File: config.mk
export PLATFORM = sky130hd
export DESIGN_NAME = mux157_arbiter
export DESIGN_NICKNAME = d
export VERILOG_FILES = /design/src/rtl/mux157_arb_pkg.sv /design/src/rtl/mux157_settle_counter.sv /design/src/rtl/mux157_arbiter.sv
export SDC_FILE = /design/constraint.sdc
export NUM_CORES = 1
export LEC_CHECK = 0
export CAP_MARGIN = 20
export CORE_MARGIN = 10
export CORE_UTILIZATION = 52
export DETAILED_ROUTE_END_ITERATION = 12
export GPL_ROUTABILITY_DRIVEN = 0
export PLACE_DENSITY = 0.76
export SYNTH_ARGS = -nofsm -noshare
export SYNTH_HDL_FRONTEND = slang
export SYNTH_SLANG_ARGS = --single-unit
export TNS_END_PERCENT = 100
File: constraint.sdc
create_clock -name clk -period 2.5 [get_ports clk]
set_clock_uncertainty 0.2 [all_clocks]
set_input_delay 0.5 -clock clk [delete_from_list [all_inputs] [get_ports clk]]
set_output_delay 0.5 -clock clk [all_outputs]
set_load 0.02 [all_outputs]
File: src/rtl/mux157_arb_pkg.sv
// Shared types and constants for the hct74157 mux arbiter.
// The state encoding is fixed so that external checkers can decode it.
package mux157_arb_pkg;

  typedef enum logic [1:0] {
    IDLE   = 2'd0,
    SELECT = 2'd1,
    SETTLE = 2'd2,
    GRANT  = 2'd3
  } arb_state_t;

  localparam int REQ0 = 0;
  localparam int REQ1 = 1;

endpackage

File: src/rtl/mux157_settle_counter.sv
// Loadable down-counter that times the mux settle window.
// zero is decoded from the register, so it is valid in the cycle after a load.
module mux157_settle_counter #(
  parameter int W = 1
) (
  input  logic         clk,
  input  logic         rst_n,
  input  logic         load,
  input  logic [W-1:0] load_val,
  input  logic         en,
  output logic         zero
);

  logic [W-1:0] count_q;
  logic [W-1:0] count_d;

  always_comb begin
    count_d = count_q;
    if (load) begin
      count_d = load_val;
    end else if (en && (count_q != '0)) begin
      count_d = count_q - 1'b1;
    end
  end

  always_ff @(posedge clk or negedge rst_n) begin
    if (!rst_n) begin
      count_q <= '0;
    end else begin
      count_q <= count_d;
    end
  end

  assign zero = (count_q == '0);

endmodule

File: src/rtl/mux157_arbiter.sv
// Break-before-make arbiter sharing one hct74157 quad 2:1 mux between two requesters.
// Every output is registered; S only moves while _E is high.
module mux157_arbiter
  import mux157_arb_pkg::*;
#(
  parameter int SETTLE_CYCLES = 2,
  parameter int MAX_HOLD      = 8,
  parameter int HOLD_W        = 4
) (
  input  logic       clk,
  input  logic       _reset,
  input  logic [1:0] req,
  output logic [1:0] gnt,
  output logic       S,
  output logic       _E,
  output logic       busy
);

  localparam int SW = (SETTLE_CYCLES > 1) ? $clog2(SETTLE_CYCLES) : 1;

  arb_state_t        state_q, state_d;
  logic              win_q, win_d;
  logic              last_q, last_d;
  logic [HOLD_W-1:0] hold_q, hold_d;
  logic [1:0]        gnt_q, gnt_d;
  logic              s_q, s_d;
  logic              e_n_q, e_n_d;
  logic              busy_q, busy_d;
  logic              settle_load;
  logic              settle_en;
  logic              settle_zero;
  logic              preempt;

  mux157_settle_counter #(
    .W (SW)
  ) u_settle (
    .clk      (clk),
    .rst_n    (_reset),
    .load     (settle_load),
    .load_val (SW'(SETTLE_CYCLES - 1)),
    .en       (settle_en),
    .zero     (settle_zero)
  );

  // Preemption only when a limit is configured and the other side is waiting.
  assign preempt = (MAX_HOLD != 0) && req[~win_q] &&
                   (hold_q == HOLD_W'(MAX_HOLD - 1));

  always_comb begin
    state_d     = state_q;
    win_d       = win_q;
    last_d      = last_q;
    hold_d      = hold_q;
    gnt_d       = 2'b00;
    s_d         = s_q;
    e_n_d       = 1'b1;
    settle_load = 1'b0;
    settle_en   = 1'b0;
    case (state_q)
      IDLE: begin
        if (req != 2'b00) begin
          win_d   = (req == 2'b11) ? ~last_q : req[REQ1];
          s_d     = win_d;
          state_d = SELECT;
        end
      end
      SELECT: begin
        if (req[win_q]) begin
          state_d     = SETTLE;
          settle_load = 1'b1;
          e_n_d       = 1'b0;
        end else begin
          state_d = IDLE;
        end
      end
      SETTLE: begin
        if (!req[win_q]) begin
          state_d = IDLE;
        end else if (settle_zero) begin
          state_d       = GRANT;
          e_n_d         = 1'b0;
          gnt_d[win_q]  = 1'b1;
        end else begin
          settle_en = 1'b1;
          e_n_d     = 1'b0;
        end
      end
      GRANT: begin
        if (hold_q != {HOLD_W{1'b1}}) begin
          hold_d = hold_q + 1'b1;
        end
        if (!req[win_q] || preempt) begin
          state_d = IDLE;
          last_d  = win_q;
          hold_d  = '0;
        end else begin
          e_n_d        = 1'b0;
          gnt_d[win_q] = 1'b1;
        end
      end
      default: begin
        state_d = IDLE;
      end
    endcase
    busy_d = (state_d != IDLE);
  end

  always_ff @(posedge clk or negedge _reset) begin
    if (!_reset) begin
      state_q <= IDLE;
      win_q   <= 1'b0;
      last_q  <= 1'b1;
      hold_q  <= '0;
      gnt_q   <= 2'b00;
      s_q     <= 1'b0;
      e_n_q   <= 1'b1;
      busy_q  <= 1'b0;
    end else begin
      state_q <= state_d;
      win_q   <= win_d;
      last_q  <= last_d;
      hold_q  <= hold_d;
      gnt_q   <= gnt_d;
      s_q     <= s_d;
      e_n_q   <= e_n_d;
      busy_q  <= busy_d;
    end
  end

  assign gnt  = gnt_q;
  assign S    = s_q;
  assign _E   = e_n_q;
  assign busy = busy_q;

endmodule

==> results of run 1 <==
## per-stage QoR
stage | hold slack (ns) | instances | power, mW | setup slack [ns] | utilization
after floorplan | 0.00441 | 76 | 0.673 | 0.591 | -
after global placement | 0.286 | 99 | 0.815 | 0.158 | 0.635
after detailed placement | 0.295 | 99 | 0.819 | 0.135 | 0.635
after CTS | 0.305 | 103 | 0.949 | 0.391 | 0.655
after global routing | 0.326 | 103 | 1.03 | 0.325 | 0.655
final | 0.299 | 103 | 0.947 | 0.408 | 0.655
## sequential cells by signal (all words and copies together), names as in the netlist
name and cells:
hold_q 4, state_q 2, u_settle.count_q 1, gnt 2, _E 1, busy 1, S 1, last_q 1
## power groups by stage
stage	clock (mW)	sequential (mW)	combinational [mW]
final	0.130	0.391	0.425
after global routing	0.146	0.403	0.476
after CTS	0.132	0.391	0.426
after detailed placement	0	0.394	0.425
after global placement	0	0.394	0.421
after floorplan	0	0.412	0.261
## worst paths after layout
check	startpoint	end	slack, ns	cells after the start
min in group asynchronous	_reset	busy	0.38	1
max in group asynchronous	_reset	_E	1.34	1
max reg2reg	state_q[0]	busy	0.45	5
max	S	S	0.41	1
min	last_q	last_q	0.30	2
min reg2reg	last_q	last_q	0.30	2
## cell usage in the layout, fill, tap and decap left out, types with 2 or more instances in the layout
master and n:
a21oi_1 8, buf_4 2, clkbuf_4 3, clkdlybuf4s50_1 8
dfrtp_1 11, dfstp_2 2, ha_1 6, inv_1 6
nand2_1 10, nand2b_1 2, nand3_1 3, nor2_1 2
nor3_1 2, o21ai_0 5
## per-layer routing
metal	track usage	vias up	routed length [um]
li1	-	293	-
met1	0.103	274	664
met2	0.133	20	597
met3	0.0243	5	72
met4	0.0503	0	36
met5	0	-	0
## final cells by class
| cell class | instances | area [um2] | share of cell area |
|---|---|---|---|
| inverters | 6 | 22.5 | 0.0264 |
| repair buffers | 10 | 95.1 | 0.112 |
| flip-flops and latches | 13 | 328 | 0.385 |
| well taps | 15 | 18.8 | 0.0220 |
| clock buffers | 4 | 26.3 | 0.0308 |
| multi-input cells | 55 | 362 | 0.424 |
## kinds of logic after synthesis
group / count (synthesis) / synth area share
flops: 13 / 0.455
buf+inv: 8 / 0.0434
compound gates: 24 / 0.217
fa+ha+maj: 6 / 0.104
simple gates: 23 / 0.151
mux: 2 / 0.0295
==> out/summary.txt, run 1 <==
Clock Path Buffers = 2
Post-CTS setup buffers = 0
Slew HR = 0.617
Placed cell area = 826 um2
Area Overhead vs Synth = 18.2%
First-pass GRT wire length = 2320 um
Top cell type's share of synthesized area = 0.382
Gr usage total = 0.0861
Port Buffers = 8
Pre-antenna DRT Iters = 4
Sequential fraction of the synthesis area = 0.455
CP max stage delay = 0.65 ns
Final HPWL DP = 1040 um
RSZ-0062 raised after global routing = no
Seq pwr share = 0.413
Final min period = 2.09 ns
Worst Max-Slew Pin Slew = 0.572 ns
Leak = 0.363 nW
CP required = 1.80 ns
Crit path buf inv count = 1
IO Pins = 9
Rows = 13
Critical Setup Path Class = register to output pin
Die footprint = 3280 um2
DR vias = 592
Critical Path AT = 1.39 ns
Syn Area/Cell = 9.48 um2
Initial antenna violation count = 0
Most common cell in the synthesized netlist = dfrtp_1
Max IR drop VDD = 0.000542 V
Final Instance Area = 852 um2
Outcome = finished, final reports clean
Clock sink total = 13
Synthesized netlist cell count = 76
Crit start category = register
Nature of the critical path endpoint = output pin
Commonest cells post-synth = dfrtp_1 (11), nand2_1 (10), a21oi_1 (8)
Fmax = 478 MHz
Comb power frac = 0.449
Hold_buf cts = 0
Core box area = 1300 um2
Share of layout cells above drive strength 1 = 0.0909
Ranking of synthesized cells by area = dfrtp_1 (38%), ha_1 (10%), dfstp_2 (7.3%)
CTS tree = done
Hold Fails Final Rpt = 0
Switching Share = 0.398
Asr flop ratio synth = 1.00
Post-synth EDFFs = 0
Synth Cell Area = 721 um2
Slowest library cell on the worst path = clkdlybuf4s50_1
Post_cts resized = 0
Total CTS buffers = 3
Yosys reg bits = 13
Final Cycle Share = 0.837
Yosys top cell by area = dfrtp_1
Final Net Count = 99
Initial DRC Count = 12
Clk pin slew, worst setup/hold paths = 0.08 ns
Root Buffer = clkbuf_4
DRC = 0
Ant diodes = 0
Cell Pwr Density = 1110 nW/um2
Top_reg_cell synth = dfrtp_1
Die width = 57.2 um
Worst skew pair latency = 0.28 ns
Grt ovf = 0
Total internal power = 0.570 mW
Cell family with most CP delay = buffers and inverters
Mean routed wirelength per cell = 13.3 um
Setup TNS = 0 ns
Post-synthesis net count = 86
Finish-stage setup viols = 0
CTS H-tree lvls = 1
Filler Cells Inserted = 110
Crit-path max FO = 7
Clock power frac = 0.138
Final Max Tran Viols = 0
Vias in the first global route = 538
Largest net degree at the start of global routing = 14
Hold Path Class = register to register
Distinct cell type count after synthesis = 30
Crit path cell chain = clkdlybuf4s50_1
Yosys Warn Count = 0
Starting Density = 0.554
Die height = 57.2 um
Antenna viol nets, final = 0
WL final = 1370 um
Via density = 5.75
MaxCap Viol Count = 0
Net switching power = 0.377 mW
(Power assumes the default switching activity.)
==> run 2: changes to the inputs <==
CORE_UTILIZATION = 47   (was 52)
PLACE_DENSITY = 0.73   (was 0.76)
clock period = 1.7 ns   (was 2.5 ns; I/O delays follow)
==> run 2 against run 1 <==
Effect of this change:
- the flow now finishes with violations (setup timing)
- worst hold slack lost 0.14 ns
- wire length grew 36%
- utilization grew 6.3 points
- cell area grew 24%
- critical path depth grew 4
- sequential power grew 40%
- cell count grew 23%
- non-clock buffer count grew 23
- via count grew 20%
- largest cell class unchanged
==> out/summary.txt, run 2 (same netlist as run 1, synthesis figures left out) <==
Share of layout cells above drive strength 1 = 0.342 (+0.251)
Largest Register = hold_q
Core box area = 1470 um2 (+13%)
CP max stage delay = 0.39 ns (-0.26 ns)
RSZ-0062 raised after global routing = yes
IO Pins = 9 (unchanged)
Final HPWL DP = 1450 um (+39%)
Hold_buf cts = 0 (unchanged)
Failing checks = setup timing
Reg2reg setup slack = -0.13 ns (-0.58 ns)
Setup TNS = -0.134 ns (-0.134 ns)
Ant diodes = 0 (unchanged)
Antenna viol nets, final = 0 (unchanged)
DR vias = 713 (+20%)
Critical Path Source = state_q[0]
Nature of the critical path endpoint = register
Crit path cell chain = inv_2, ha_4, or3_1, a221o_1, or2_1
Rows = 14 (+1)
Via density = 5.61 (-2.3%)
Clock sink total = 13 (unchanged)
CTS H-tree lvls = 1 (unchanged)
Most frequent cells in the layout = buf_4 (25), dfrtp_1 (10), nand2_1 (10), a21oi_1 (6)
Cell Pwr Density = 1640 nW/um2 (+48%)
Port Buffers = 8 (unchanged)
Slew HR = 0.761 (+0.144)
Critical Setup Path Class = register to register
Slowest library cell on the worst path = dfrtp_1
Root Buffer = clkbuf_4
Final Net Count = 122 (+23%)
Finish-stage setup viols = 1 (+1)
Crit-path max FO = 3 (-4)
Min setup slack post-route = -0.134 ns (-0.541 ns)
CP required = 1.67 ns (-0.13 ns)
Gr usage total = 0.114 (+0.0280)
Max IR drop VDD = 0.000922 V (+70%)
Final min period = 1.83 ns
WL final = 1870 um (+36%)
Total CTS buffers = 3 (unchanged)
Die height = 59.2 um (+3.4%)
Crit start category = register
Clock Path Buffers = 2 (unchanged)
Clk pin slew, worst setup/hold paths = 0.08 ns (about the same)
Initial antenna violation count = 0 (unchanged)
Mean routed wirelength per cell = 14.7 um (+11%)
Grt ovf = 0 (unchanged)
Reg2reg start = state_q[0]
Fmax = 545 MHz
Crit path buf inv count = 1 (unchanged)
Vias in the first global route = 733 (+36%)
Most common cell after layout, fill and taps aside = buf_4
Core Util, Final = 0.718 (+0.0629)
Initial DRC Count = 22 (+10)
Starting Density = 0.490 (-0.0641)
Area Overhead vs Synth = 46.5%
Largest net degree at the start of global routing = 14 (unchanged)
Final Max Tran Viols = 0 (unchanged)
Hold Fails Final Rpt = 0 (unchanged)
Cell family with most CP delay = simple AND/OR/NAND/NOR gates
Critical Path AT = 1.80 ns (+0.41 ns)
DRC = 0 (unchanged)
Outcome = finished with violations
Pre-antenna DRT Iters = 4 (unchanged)
CTS tree = done
First-pass GRT wire length = 3110 um (+34%)
Worst skew pair latency = 0.28 ns (about the same)
R2R Path End = busy
FF-to-FF path depth = 5 (unchanged)
MaxCap Viol Count = 0 (unchanged)
Final Cycle Share = 1.08
Worst Max-Slew Pin Slew = 0.358 ns (-0.215 ns)
Leak = 0.488 nW (+34%)
Largest register FFs = 4 (unchanged)
Die width = 59.2 um (+3.4%)
Die footprint = 3500 um2 (+6.9%)
Hold Path Class = input port to async pin
run 2: worst max path at each step:
stage	endpoint	slack (ns)	depth (start not counted)
floorplan	busy	-0.11	5
global placement	busy	-0.40	5
detailed placement	busy	-0.44	5
CTS	busy	-0.14	6
global route	busy	-0.21	5
finish	busy	-0.13	5
run 2: timing repair:
item | in CTS | in global routing
cloned | 0 | 0
gates resized for setup | 8 | 7
pin swaps | 1 | 0
buffers inserted | 1 | 1
endpoints found under the setup margin | 6 | 11
run 2: through the flow:
stage                     total power, mW  hold slack (ns)  cell area, um2  cells  setup slack (ns)
after global routing                 1.87            0.164            1060    127            -0.208
after floorplan                      1.01           -0.156             737     76            -0.112
after CTS                            1.70            0.160            1040    126            -0.140
after global placement               1.46            0.286            1000    121            -0.403
after detailed placement             1.50            0.301            1000    121            -0.440
final                                1.73            0.155            1060    127            -0.134
run 2: area by class of cell:
| class | instances | area [um2] |
|---|---|---|
| clock buffers | 4 | 26.3 |
| fillers | 116 | 415 |
| inverters | 6 | 22.5 |
| multi-input cells | 55 | 397 |
| flip-flops and latches | 13 | 329 |
| well taps | 16 | 20.0 |
| repair buffers | 33 | 262 |
run 2: routing by layer:
| layer | track usage | routed length, um | up-vias |
|---|---|---|---|
| met1 | 0.120 | 797 | 337 |
| li1 | - | - | 343 |
| met5 | 0 | 0 | - |
| met2 | 0.197 | 916 | 26 |
| met4 | 0.0754 | 61 | 0 |
| met3 | 0.0258 | 93 | 7 |
run 2: power by group:
group / internal, mW / switching, mW
Sequential: 0.454 / 0.0925
Clock: 0.0911 / 0.0997
Combinational: 0.514 / 0.482
Total: 1.06 / 0.675
==> run 3: changes to the inputs <==
CTS_BUF_LIST = sky130_fd_sc_hd__clkbuf_4 sky130_fd_sc_hd__clkbuf_8 sky130_fd_sc_hd__clkbuf_16   (was not set)
==> run 3 against run 2 <==
Effect of this change:
- the flow still finishes with violations (setup timing)
- largest power group unchanged
- combinational power barely moved
- clock power rose by 8%
- highest routed layer unchanged
- first-iteration DRC count is the same
- sequential cell count did not move
==> out/summary.txt, run 3 (same netlist as run 1, synthesis figures left out) <==
Critical Setup Path Class = register to register
MaxCap Viol Count = 0 (unchanged)
Largest register FFs = 4 (unchanged)
First-pass GRT wire length = 3110 um (unchanged)
Largest net degree at the start of global routing = 14 (unchanged)
Rows = 14 (unchanged)
Switching Share = 0.386 (-0.00326)
Largest Register = hold_q
Port Buffers = 8 (unchanged)
Cells after DPL = 121 (unchanged)
Via density = 5.62 (+0.14%)
Reg2reg start = state_q[0]
Cell Pwr Density = 1650 nW/um2 (+0.61%)
Most common cell after layout, fill and taps aside = buf_4
DR vias = 714 (+0.14%)
Final HPWL DP = 1450 um (unchanged)
Mean routed wirelength per cell = 14.8 um (+0.32%)
Gr usage total = 0.114 (unchanged)
Core Util, Final = 0.720 (+0.00255)
Total CTS buffers = 3 (unchanged)
Final hold slack = 0.156 ns (+0.000824 ns)
Max IR drop VDD = 0.000926 V (+0.48%)
Die footprint = 3500 um2 (unchanged)
Final Max Tran Viols = 0 (unchanged)
CTS tree = done
Clock sink total = 13 (unchanged)
Min setup slack post-route = -0.133 ns (+0.000768 ns)
Fmax = 546 MHz (about the same)
Pwr Total = 1.75 mW (+0.97%)
Worst Max-Slew Pin Slew = 0.358 ns (+0.000259 ns)
Die height = 59.2 um (unchanged)
Filler Cells Inserted = 114 (-1.7%)
Crit start category = register
Comb power frac = 0.570 (-0.005)
Crit-path max FO = 3 (unchanged)
Finish-stage setup viols = 1 (unchanged)
IO Pins = 9 (unchanged)
FF-to-FF path depth = 5 (unchanged)
Share of layout cells above drive strength 1 = 0.351 (+0.00901)
Starting Density = 0.490 (unchanged)
Clock Path Buffers = 2 (unchanged)
Grt ovf = 0 (unchanged)
Pre-antenna DRT Iters = 4 (unchanged)
Most frequent cells in the layout = buf_4 (25), dfrtp_1 (10), nand2_1 (10), a21oi_1 (6)
Critical Path AT = 1.80 ns (about the same)
Seq pwr share = 0.312 (-0.003)
Total internal power = 1.07 mW (+1.5%)
Initial antenna violation count = 0 (unchanged)
Failing checks = setup timing
Clock power frac = 0.118 (+0.008)
Outcome = finished with violations
CP required = 1.67 ns (about the same)
WL final = 1880 um (+0.32%)
Reg2reg setup slack = -0.13 ns (about the same)
Hold_buf cts = 0 (unchanged)
Final Cycle Share = 1.08 (about the same)
Area Overhead vs Synth = 47.0%
Vias in the first global route = 733 (unchanged)
Nature of the critical path endpoint = register
Final min period = 1.83 ns (-0.000768 ns)
Initial DRC Count = 22 (unchanged)
Worst skew pair latency = 0.28 ns (about the same)
Die width = 59.2 um (unchanged)
Antenna viol nets, final = 0 (unchanged)
R2R Path End = busy
Final Net Count = 122 (unchanged)
Root Buffer = clkbuf_4
Net switching power = 0.675 mW (+0.13%)
Post-route insts no fill = 127 (unchanged)
Leak = 0.491 nW (+0.70%)
Ant diodes = 0 (unchanged)
DRC = 0 (unchanged)
Core box area = 1470 um2 (unchanged)
Clk pin slew, worst setup/hold paths = 0.08 ns (about the same)
Slew HR = 0.761 (about the same)
RSZ-0062 raised after global routing = yes
CTS H-tree lvls = 1 (unchanged)
Hold Path Class = input port to async pin
Hold Fails Final Rpt = 0 (unchanged)
[run 3: stage by stage]
step	cell area [um2]	TNS [ns]	setup slack (ns)
6_report	1060	-0.133	-0.133
5_1_grt	1060	-0.249	-0.207
4_1_cts	1040	-0.140	-0.140
3_5_place_dp	1000	-2.62	-0.440
3_3_place_gp	1000	-2.41	-0.403
2_1_floorplan	737	-0.112	-0.112
[run 3: critical path, cell delays in order (launching register included)]
cell	delay (ns)
dfrtp_1	0.39
inv_2	0.08
ha_4	0.17
or3_1	0.36
a221o_1	0.31
or2_1	0.22
[run 3: repair_timing]
item | 4_1_cts | 5_1_grt
endpoints found under the hold margin | 0 | 0
resized for setup | 8 | 7
buffers inserted | 1 | 1
pin swaps | 1 | 0
setup endpoints to repair | 6 | 11
[run 3: cell type report]
| type | instances | area, um2 | area share |
|---|---|---|---|
| multi-input cells | 55 | 397 | 0.374 |
| clock buffers | 4 | 30.0 | 0.0283 |
| well taps | 16 | 20.0 | 0.0189 |
| inverters | 6 | 22.5 | 0.0213 |
| repair buffers | 33 | 262 | 0.247 |
| flip-flops and latches | 13 | 329 | 0.311 |
[run 3: how the worst max path moves through the flow]
stage / from / end / slack [ns] / cells after the start
after CTS: state_q[0] / busy / -0.14 / 6
after floorplan: hold_q[0] / busy / -0.11 / 5
after global placement: req[1] / busy / -0.40 / 5
final: state_q[0] / busy / -0.13 / 5
after detailed placement: req[1] / busy / -0.44 / 5
after global routing: hold_q[1] / busy / -0.21 / 5
[run 3: layer usage]
layer  GRT usage  share of wire
met5           0              0
met4      0.0754          0.033
met3      0.0258          0.050
met2       0.197           0.49
met1       0.120           0.42
[run 3: power groups by stage]
stage | clock (mW) | combinational, mW | sequential [mW]
finish | 0.206 | 0.997 | 0.547
detailed placement | 0 | 0.956 | 0.543
floorplan | 0 | 0.398 | 0.613
CTS | 0.210 | 0.956 | 0.548
global placement | 0 | 0.921 | 0.540
global route | 0.228 | 1.10 | 0.560
